## src/rtl/multi_button_debouncer.sv

```systemverilog
// multi_button_debouncer: per-channel 2FF sync, stability debounce, press/release/auto-repeat pulses.
// Ports: clk, rst_n (sync, active-low), buttons_in -> level_out, press/release/repeat_pulse, any_pressed.
module multi_button_debouncer #(
  parameter int CHANNELS      = 4,
  parameter int STABLE_CYCLES = 3,
  parameter int HOLD_CYCLES   = 50,
  parameter int REPEAT_CYCLES = 10,
  parameter bit REPEAT_EN     = 1'b1
) (
  input  logic                clk,
  input  logic                rst_n,
  input  logic [CHANNELS-1:0] buttons_in,
  output logic [CHANNELS-1:0] level_out,
  output logic [CHANNELS-1:0] press_pulse,
  output logic [CHANNELS-1:0] release_pulse,
  output logic [CHANNELS-1:0] repeat_pulse,
  output logic                any_pressed
);

  localparam int SW = $clog2(STABLE_CYCLES + 1);
  localparam int MC = (HOLD_CYCLES > REPEAT_CYCLES) ?
                      HOLD_CYCLES : REPEAT_CYCLES;
  localparam int HW = $clog2(MC + 1);

  localparam logic [SW-1:0] STAB_LAST = SW'(STABLE_CYCLES - 1);
  localparam logic [HW-1:0] HOLD_LAST = HW'(HOLD_CYCLES - 1);
  localparam logic [HW-1:0] RPT_LAST  = HW'(REPEAT_CYCLES - 1);

  typedef enum logic [1:0] {
    IDLE = 2'd0,
    HOLD = 2'd1,
    RPT  = 2'd2
  } state_t;

  logic [CHANNELS-1:0] lvl_nxt;

  for (genvar i = 0; i < CHANNELS; i++) begin : g_ch
    logic          s1, s2, lvl;
    logic          lvl_d;
    logic [SW-1:0] stab_q, stab_d;
    state_t        st_q, st_d;
    logic [HW-1:0] hc_q, hc_d;
    logic          rise, fall;
    logic          prs_q, rel_q, rpt_q;
    logic          rpt_d;

    // Count consecutive mismatches; the last one flips the level.
    always_comb begin
      stab_d = '0;
      lvl_d  = lvl;
      if (s2 != lvl) begin
        if (stab_q == STAB_LAST) begin
          lvl_d = ~lvl;
        end else begin
          stab_d = stab_q + 1'b1;
        end
      end
    end

    assign rise       = lvl_d & ~lvl;
    assign fall       = ~lvl_d & lvl;
    assign lvl_nxt[i] = lvl_d;

    always_comb begin
      st_d = st_q;
      hc_d = hc_q;
      unique case (st_q)
        IDLE: begin
          hc_d = '0;
          if (rise) st_d = HOLD;
        end
        HOLD: begin
          if (fall) begin
            st_d = IDLE;
            hc_d = '0;
          end else if (hc_q == HOLD_LAST) begin
            st_d = RPT;
            hc_d = '0;
          end else begin
            hc_d = hc_q + 1'b1;
          end
        end
        RPT: begin
          if (fall) begin
            st_d = IDLE;
            hc_d = '0;
          end else if (hc_q == RPT_LAST) begin
            hc_d = '0;
          end else begin
            hc_d = hc_q + 1'b1;
          end
        end
        default: begin
          st_d = IDLE;
          hc_d = '0;
        end
      endcase
    end

    // A fall wins over a repeat due in the same cycle.
    always_comb begin
      rpt_d = 1'b0;
      if (REPEAT_EN && !fall) begin
        unique case (1'b1)
          (st_q == HOLD): rpt_d = (hc_q == HOLD_LAST);
          (st_q == RPT):  rpt_d = (hc_q == RPT_LAST);
          default:        rpt_d = 1'b0;
        endcase
      end
    end

    always_ff @(posedge clk) begin
      if (!rst_n) begin
        s1     <= 1'b0;
        s2     <= 1'b0;
        lvl    <= 1'b0;
        stab_q <= '0;
        st_q   <= IDLE;
        hc_q   <= '0;
        prs_q  <= 1'b0;
        rel_q  <= 1'b0;
        rpt_q  <= 1'b0;
      end else begin
        s1     <= buttons_in[i];
        s2     <= s1;
        lvl    <= lvl_d;
        stab_q <= stab_d;
        st_q   <= st_d;
        hc_q   <= hc_d;
        prs_q  <= rise;
        rel_q  <= fall;
        rpt_q  <= rpt_d;
      end
    end

    assign level_out[i]     = lvl;
    assign press_pulse[i]   = prs_q;
    assign release_pulse[i] = rel_q;
    assign repeat_pulse[i]  = rpt_q;
  end

  always_ff @(posedge clk) begin
    if (!rst_n) begin
      any_pressed <= 1'b0;
    end else begin
      any_pressed <= |lvl_nxt;
    end
  end

endmodule

```

## config.mk

```make
export PLATFORM = sky130hd
export DESIGN_NAME = multi_button_debouncer
export DESIGN_NICKNAME = d
export VERILOG_FILES = /design/src/rtl/multi_button_debouncer.sv
export SDC_FILE = /design/constraint.sdc
export NUM_CORES = 1
export LEC_CHECK = 0
export CORE_MARGIN = 2
export CORE_UTILIZATION = 57
export DETAILED_ROUTE_END_ITERATION = 8
export GPL_ROUTABILITY_DRIVEN = 0
export PLACE_DENSITY = 0.89
export SETUP_SLACK_MARGIN = 0.15
export SYNTH_ARGS = -nofsm -noshare
export SYNTH_HDL_FRONTEND = slang
export SYNTH_SLANG_ARGS = --single-unit
export TNS_END_PERCENT = 30
```

## constraint.sdc

```tcl
create_clock -name clk -period 1.79 [get_ports clk]
set_input_delay 0.179 -clock clk [delete_from_list [all_inputs] [get_ports clk]]
set_output_delay 0.179 -clock clk [all_outputs]
set_load 0.005 [all_outputs]
```

# [Word-level counts from Yosys, hierarchy flattened]
# Index checks and enable logic that the tools add are counted.
[totals] regBits=65 inputBits=6 out_inout_bits=17 wordCells=171
[op_classes] addsub=8 n_eq_ne=36 n_mux=52 bitwise_logic=21 n_reduce_logical=17
[ops] cell="2-to-1 mux 6 bit" n=16
[ops] cell="case mux 6 bit (2 select lines)" n=4
[ops] cell="2-to-1 mux 2 bit" n=16
[ops] cell="adder 6 x 1 -> 6 bit (second input constant)" n=4
[ops] cell="== test 6 x 4 -> 1 bit (second input constant)" n=4
[ops] cell="== test 6 bit (second input constant)" n=4
[ops] cell="case mux 2 bit (3 select lines)" n=4
[ops] cell="== test 2 bit (second input constant)" n=8
[ops] cell="!= test 2 bit (second input constant)" n=8
[ops] cell="NOT 1 bit" n=13
[ops] cell="!= test 3 bit (second input constant)" n=4
[ops] cell="AND reduction 3 bit" n=4
[ops] cell="OR reduction 3 bit" n=4
[ops] cell="adder 2 x 1 -> 2 bit (second input constant)" n=4
[ops] cell="AND 1 bit" n=8
[ops] cell="== test 2 x 1 -> 1 bit (second input constant)" n=4
[ops] cell="zero test 2 bit" n=4
[ops] cell="2-to-1 mux 1 bit" n=8
[ops] cell="case mux 1 bit (2 select lines)" n=4
[ops] cell="OR reduction 2 bit" n=4
[ops] cell="!= test 1 bit" n=4
[ops] cell="OR reduction 4 bit" n=1

# [Depth between registers and ports, before layout]
# Gate-level depths: netlist of run 1.
[depth] depth_word=7 ltp_mapped=6 ltp_nobuf=6

# [Worst setup path before layout of run 1]
# No wires, ideal clock.
[synth_path] kind="register to register" start="reg g_ch[1].stab_q[0]" end="reg g_ch[1].st_q[0]" setup_ps=119 arrival_ps=1310 required_time_ps=1671 setup_slack_ps=361 path_stages_with_launch=7 path_buffers=0 synth_period_minus_slack_ps=1429 path_cell_list="dfxtp_1 > inv_1 > ha_1 > and3b_1 > a311oi_2 > a21oi_1 > o221a_1"
[synth_via] elab_chain_len=7 elab_cells_between_ends=12 cone_classes="eq/ne (4); mux (4); bitwise (3); reduce/logical (1)"
[synth_rtl] element="start, declared" line_no="40" text="logic [SW-1:0] stab_q, stab_d;"
[synth_rtl] element="start signal, assigned" line_no="127" text="stab_q <= stab_d;"
[synth_rtl] element="== test 2 bit (*)" line_no="52" text="if (stab_q == STAB_LAST) begin"
[synth_rtl] element="2-to-1 mux 1 bit (*)" line_no="52"
[synth_rtl] element="2-to-1 mux 1 bit (*)" line_no="51" text="if (s2 != lvl) begin"
[synth_rtl] element="NOT 1 bit" line_no="61" text="assign fall = ~lvl_d & lvl;"
[synth_rtl] element="AND 1 bit" line_no="61"
[synth_rtl] element="!= test 3 bit (no source line), or another cell as far along"
[synth_rtl] element="AND reduction 3 bit (no source line) / case mux 2 bit (3 select lines) (equally long branches)"
[synth_rtl] element="end signal, assigned" line_no="128" text="st_q <= st_d;"
[synth_rtl] element="end, declared" line_no="41" text="state_t st_q, st_d;"
# Every way passes the cells marked *; elsewhere a longest branch is shown, timed or not.
# A chain may end at the register's enable or synchronous reset.

# [Final worst setup path of run 1]
[layout_path] start="reg g_ch[2].hc_q[0]" end="reg g_ch[2].hc_q[5]"
[layout_via] elab_chain_len=4 elab_cells_between_ends=8 cone_classes="add/sub (1); eq/ne (2); mux (5)"
[layout_rtl] element="start, declared" line_no="42" text="logic [HW-1:0] hc_q, hc_d;"
[layout_rtl] element="start signal, assigned" line_no="119" text="hc_q <= '0;"
[layout_rtl] element="start signal, assigned" line_no="129" text="hc_q <= hc_d;"
[layout_rtl] element="adder 6 x 1 -> 6 bit, or another cell as far along" line_no="80, 90"
[layout_rtl] element="2-to-1 mux 6 bit, on equally long branches" line_no="87, 76"
[layout_rtl] element="2-to-1 mux 6 bit, on equally long branches" line_no="84, 73"
[layout_rtl] element="case mux 6 bit (2 select lines) (*)" line_no="67" text="unique case (st_q)"
# Marks and branches as above.

==> results.yml, run 1 <==
run_status:
  status: "finished, final reports clean"
layout:
  final_area_um2: 3390
  layout.nets: 346
  layout_commonest_cell: "dfxtp_1"
  area_growth_pct: 15.2
  antenna_cells: 0
  n_fill_cell: 400
  drive_above_1_share_pct: 10.9
  utilization_pct: 67.2
  final_cell_mix: "dfxtp_1 (65), nor2_1 (48), ha_1 (24), clkdlybuf4s50_1 (22), inv_1 (19)"
detailed_routing:
  drt-total-wl_um: 4880
  dr.pass1.iters: 4
  vias: 2030
  drc: 0
  viasPerCell: 5.19
  detail_route.wl_per_cell_um: 12.5
  final_antenna_net_count: 0
  drt_iter0_drc: 77
sta:
  fin_crit_sh_pct: 90.9
  finalSetupViolations: 0
  finalCriticalPeriod_ps: 1630
  fmax_mhz: 615
  slew_violations: 0
  fin_setup_tns_ps: 0
  rsz0062_at_grt: "yes"
  slew_headroom_pct: 72.0
  worst_slew_pin_slew_ps: 408
  hold_ws_ps: 414
  clock_skew_ps: 5.92
  finalHoldViolCount: 0
yosys:
  synth_largest_area_cell: "dfxtp_1"
  syn_avg_cell_area_um2: 9.70
  yosys-top-cells-area: "dfxtp_1 (44%), ha_1 (10%), nor2_1 (6.1%)"
  synth-edff-count: 0
  async_flop_share_pct: 0
  yosys_warnings: 0
  synth_seq_cells: 65
  synth_seq_area_share_pct: 44.3
  synth_top_area_share_pct: 44.3
  synth_cell_type_count: 47
  synth.net_count: 333
  netlist_area_um2: 2940
  postSynthCellCount: 303
  ys.flop_type: "dfxtp_1"
worst_setup_path:
  required_ps: 2010
  worstRegToRegCells: 5
  r2r_start: "g_ch[2].hc_q[0]$_SDFF_PN0_"
  cpPeakStageDelay_ps: 380
  cp-end-kind: "flop"
  crit_fanout: 6
  cp_top_family: "simple AND/OR/NAND/NOR gates"
  worstPathArrival_ps: 1850
  cp-start-kind: "flop"
  slowest_stage: "dfxtp_1"
  path_class: "flop to flop"
  reg2reg_slack_ps: 160
  r2r_end: "g_ch[2].hc_q[5]$_SDFF_PN0_"
  crit_chain: "ha_1 > nor4b_1 > a21boi_1 > o21ai_2 > nor2_1"
  critical_path_buf_inv_count: 0
worst_hold_path:
  min-delay-start: "g_ch[2].stab_q[0]$_SDFF_PP0_"
  hold_class: "flop to flop"
  whs_endpoint: "g_ch[2].stab_q[0]$_SDFF_PP0_"
  whs_path_depth: 1
place:
  place_area_um2: 3110
  dp_hpwl_um: 3410
  numPortBuffers: 22
clocking:
  path_clk_slew_ps: 70
  h-tree-depth: 3
  numClockSinks: 65
  clockBufferDepth: 2
  holdBufCountCts: 0
  clk-insertion-delay-late_ps: 340
  cts_buffers: 9
  cts-root-buf: "clkbuf_8"
  cts_tree: "built"
die:
  ios: 23
  core_area_um2: 5040
  die_h_um: 75.8
  die_area_um2: 5750
  num_rows: 26
  start_util_pct: 58.3
  die_w_um: 75.8
power:
  p_leak_nw: 1.27
  powerDensity_nw_per_um2: 935
  peakVddDrop_uv: 699
global_route:
  grt_max_degree: 25
  grt_usage_pct: 18.3
  antenna_found_initial: 0
  grt_pass1_wl_um: 7690
  overflow: 0
  grt_pass1_vias: 1873
flow_run:
  cap_violations: 0
==> worst max-delay path by stage <==
stage / endpoint / from / cells after the start
floorplan: g_ch[1].st_q[0]$_SDFFE_PN0P_ / g_ch[1].stab_q[0]$_SDFF_PP0_ / 6
global placement: g_ch[0].st_q[1]$_SDFFE_PN0P_ / g_ch[0].st_q[0]$_SDFFE_PN0P_ / 6
detailed placement: g_ch[2].hc_q[5]$_SDFF_PN0_ / g_ch[2].hc_q[0]$_SDFF_PN0_ / 5
CTS: g_ch[3].hc_q[1]$_SDFF_PN0_ / g_ch[3].hc_q[0]$_SDFF_PN0_ / 5
global route: g_ch[2].hc_q[5]$_SDFF_PN0_ / g_ch[2].hc_q[0]$_SDFF_PN0_ / 5
finish: g_ch[2].hc_q[5]$_SDFF_PN0_ / g_ch[2].hc_q[0]$_SDFF_PN0_ / 5
==> kinds of logic after synthesis <==
group / count (synthesis) / synth area share (%)
multiplexers: 8 / 2.72
adder cells (fa/ha/maj): 24 / 10.2
AND/OR/NAND/NOR: 116 / 20.8
XOR/XNOR: 20 / 5.96
flip-flops: 65 / 44.3
buffers and inverters: 41 / 7.57
AO/OA/AOI/OAI: 29 / 8.47
==> worst reg2reg max path, cell delays in order, from the launching register on <==
cell and delay [ps]:
dfxtp_1 380, ha_1 230, nor4b_1 380, a21boi_1 140, o21ai_2 280, nor2_1 90
==> synth_stat cells (4+ instances only) <==
library cell,instances
mux2i_1,8
nand3_1,14
nor3_1,5
and2_1,8
xor2_1,8
nand2_1,8
ha_1,24
buf_4,16
or3_1,4
clkbuf_1,4
nand3b_1,8
inv_1,19
xnor2_1,12
dfxtp_1,65
nor2_1,48
==> sequential cells by signal (all words and copies together), names as in the netlist <==
register,cells
g_ch.lvl,4
g_ch.hc_q,24
any_pressed,1
g_ch.stab_q,8
g_ch.rpt_q,4
g_ch.prs_q,4
g_ch.st_q,8
g_ch.s2,4
g_ch.rel_q,4
g_ch.s1,4
==> report_power, final <==
part           switching, mW  total [mW]  internal (mW)
Sequential            0.0116        1.47           1.46
Combinational         0.0512       0.105         0.0539
Clock                  0.547        1.59           1.04
==> cell type report <==
| type | count | area [um^2] | area share, % |
|---|---|---|---|
| Multi-Input combinational cell | 197 | 1430 | 42.2 |
| Inverter | 19 | 71.3 | 2.11 |
| Timing Repair Buffer | 24 | 235 | 6.94 |
| Clock buffer | 12 | 165 | 4.88 |
| Sequential cell | 65 | 1300 | 38.4 |
| Clock inverter | 4 | 97.6 | 2.88 |
| Tap cell | 70 | 87.6 | 2.59 |
==> stage by stage <==
step / cells / setup WS [ps] / total power, mW
finish: 391 / 163 / 3.17
CTS: 391 / 156 / 3.21
global placement: 375 / 273 / 1.61
global route: 391 / 90.9 / 3.28
detailed placement: 375 / 181 / 1.61
floorplan: 303 / 361 / 1.58
==> routing by layer <==
layer / track usage [%] / share of wire, % / vias up
met2: 30.2 / 50 / 33
met4: 10.9 / 1.6 / 0
li1: - / - / 1032
met1: 20.1 / 44 / 955
met5: 0 / 0 / -
met3: 6.48 / 4.4 / 10
==> repair_timing <==
action                                  CTS  global route
endpoints found under the setup margin    0            21
setup buffers                             0             0
resized for setup                         0             2
Power figures use the tool's default switching activity.
==> inputs of run 2 (changes only) <==
--- a/config.mk
+++ b/config.mk
@@ -5,11 +5,13 @@
 export SDC_FILE = /design/constraint.sdc
 export NUM_CORES = 1
 export LEC_CHECK = 0
-export CORE_MARGIN = 2
+export CORE_MARGIN = 1
 export CORE_UTILIZATION = 57
 export DETAILED_ROUTE_END_ITERATION = 8
 export GPL_ROUTABILITY_DRIVEN = 0
+export MAX_ROUTING_LAYER = met4
 export PLACE_DENSITY = 0.89
+export REMOVE_ABC_BUFFERS = 1
 export SETUP_SLACK_MARGIN = 0.15
 export SYNTH_ARGS = -nofsm -noshare
 export SYNTH_HDL_FRONTEND = slang
==> results.yml, run 2 (synthesis gave the netlist of run 1 again) <==
place:
  numPortBuffers: 22
  dp_hpwl_um: 3350
layout:
  drive_above_1_share_pct: 10.6
  regArea_um2: 1300
  top_register: "g_ch.hc_q"
  largest_reg_flops: 24
  antenna_cells: 0
  layout.nets: 347
  multiInputGateArea_um2: 1430
  area_growth_pct: 12.6
  n_fill_cell: 375
  layout_commonest_cell: "dfxtp_1"
  final_cell_mix: "dfxtp_1 (64), nor2_1 (48), ha_1 (24), clkdlybuf4s50_1 (22), inv_1 (19)"
  largestRegisters: "g_ch.hc_q (24), g_ch.st_q (8), g_ch.stab_q (8)"
flow_run:
  cap_violations: 0
sta:
  fin_setup_tns_ps: 0
  slew_headroom_pct: 70.1
  finalCriticalPeriod_ps: 1570
  finalHoldViolCount: 0
  worst_slew_pin_slew_ps: 442
  fin_crit_sh_pct: 87.8
  rsz0062_at_grt: "yes"
  clock_skew_ps: 6.88
  fmax_mhz: 637
  finalSetupViolations: 0
  slew_violations: 0
die:
  start_util_pct: 60.6
  num_rows: 25
  ios: 23
  die_h_um: 73.8
  die_area_um2: 5450
  die_w_um: 73.8
  core_area_um2: 4850
worst_setup_path:
  crit_fanout: 4
  required_ps: 2060
  cp-end-kind: "flop"
  cp-start-kind: "flop"
  worstRegToRegCells: 6
  worstPathArrival_ps: 1840
  path_class: "flop to flop"
clocking:
  cts_tree: "built"
  holdBufCountCts: 0
  clockBufferDepth: 2
  cts_buffers: 9
  numClockSinks: 65
  cts-root-buf: "clkbuf_8"
  h-tree-depth: 3
  postCtsSetupRepairBufs: 0
  clk-insertion-delay-late_ps: 340
  path_clk_slew_ps: 60
power:
  powerDensity_nw_per_um2: 831
  total_power_mw: 2.75
  p_leak_nw: 1.23
  peakVddDrop_uv: 575
detailed_routing:
  dr.pass1.iters: 4
  drc: 0
  drt-total-wl_um: 4570
  vias: 2016
  final_antenna_net_count: 0
  detail_route.wl_per_cell_um: 11.8
  viasPerCell: 5.21
  drt_iter0_drc: 81
worst_hold_path:
  whs_path_depth: 1
  hold_class: "flop to flop"
global_route:
  grt_pass1_wl_um: 7940
  grt_max_degree: 15
  antenna_found_initial: 0
  grt_pass1_vias: 1821
  grt_usage_pct: 20.1
  overflow: 0
run_status:
  status: "finished, final reports clean"
[run 2: cell count changes in the layout (fill, tap and decap cells not counted), sizes merged]
cell,delta
clkbuf,-1
buf,+1
clkinv,+1
bufinv,-2
[run 2: timing repair]
action,4_1_cts,5_1_grt
setup endpoints to repair,0,28
hold endpoints to repair,0,0
resized for setup,0,3
[run 2: critical path: stages (launching register included)]
cell	delay [ps]
dfxtp_1	370
inv_1	90
ha_1	240
or2_2	310
o311a_1	140
a21oi_2	170
mux2i_1	190
[run 2: final cells by class]
class                   count  share of cell area (%)
multi-input cells         197                    43.1
well taps                  67                    2.53
flip-flops and latches     65                    39.3
clock buffers              11                    4.27
clock inverters             3                    1.28
repair buffers             25                    7.33
inverters                  19                    2.15
[run 2: per-stage QoR]
step                      instances  setup WS [ps]  hold slack (ps)  cell area (um^2)  utilization, %
after floorplan                 281            361              301              2790               -
after global placement          373            269              400              3120            64.3
after detailed placement        373            191              406              3120            64.3
after CTS                       387            175              399              3300            68.1
after global routing            387            108              412              3310            68.3
final                           387            219              412              3310            68.3
[run 2: path summary, 6_finish.rpt]
kind                            slack, ps                            to                         start
worst min-delay path                  410  g_ch[0].stab_q[0]$_SDFF_PP0_  g_ch[0].stab_q[0]$_SDFF_PP0_
worst max-delay path                  220  g_ch[2].st_q[1]$_SDFFE_PN0P_  g_ch[2].st_q[0]$_SDFFE_PN0P_
worst min register to register        410  g_ch[0].stab_q[0]$_SDFF_PP0_  g_ch[0].stab_q[0]$_SDFF_PP0_
worst max register to register        220  g_ch[2].st_q[1]$_SDFFE_PN0P_  g_ch[2].st_q[0]$_SDFFE_PN0P_
[run 2: power breakdown]
part           internal (mW)  total, mW  switching, mW
clock                  0.663       1.16          0.502
combinational         0.0561      0.109         0.0529
sequential              1.46       1.48         0.0118
total                   2.18       2.75          0.566
[run 2: per-layer routing]
layer / part of all wire (%) / track usage [%]
met1: 47 / 23.5
met2: 46 / 31.1
met3: 4.0 / 6.17
met4: 2.2 / 10.3
met5: 0 / -
==> inputs of run 3 (changes only) <==
--- a/config.mk
+++ b/config.mk
@@ -13,6 +13,7 @@
 export PLACE_DENSITY = 0.89
 export REMOVE_ABC_BUFFERS = 1
 export SETUP_SLACK_MARGIN = 0.15
+export SKIP_CTS_REPAIR_TIMING = 1
 export SYNTH_ARGS = -nofsm -noshare
 export SYNTH_HDL_FRONTEND = slang
 export SYNTH_SLANG_ARGS = --single-unit
==> results of run 3 <==
Same layout as run 2: the final DEF is identical, and so are final timing and power.
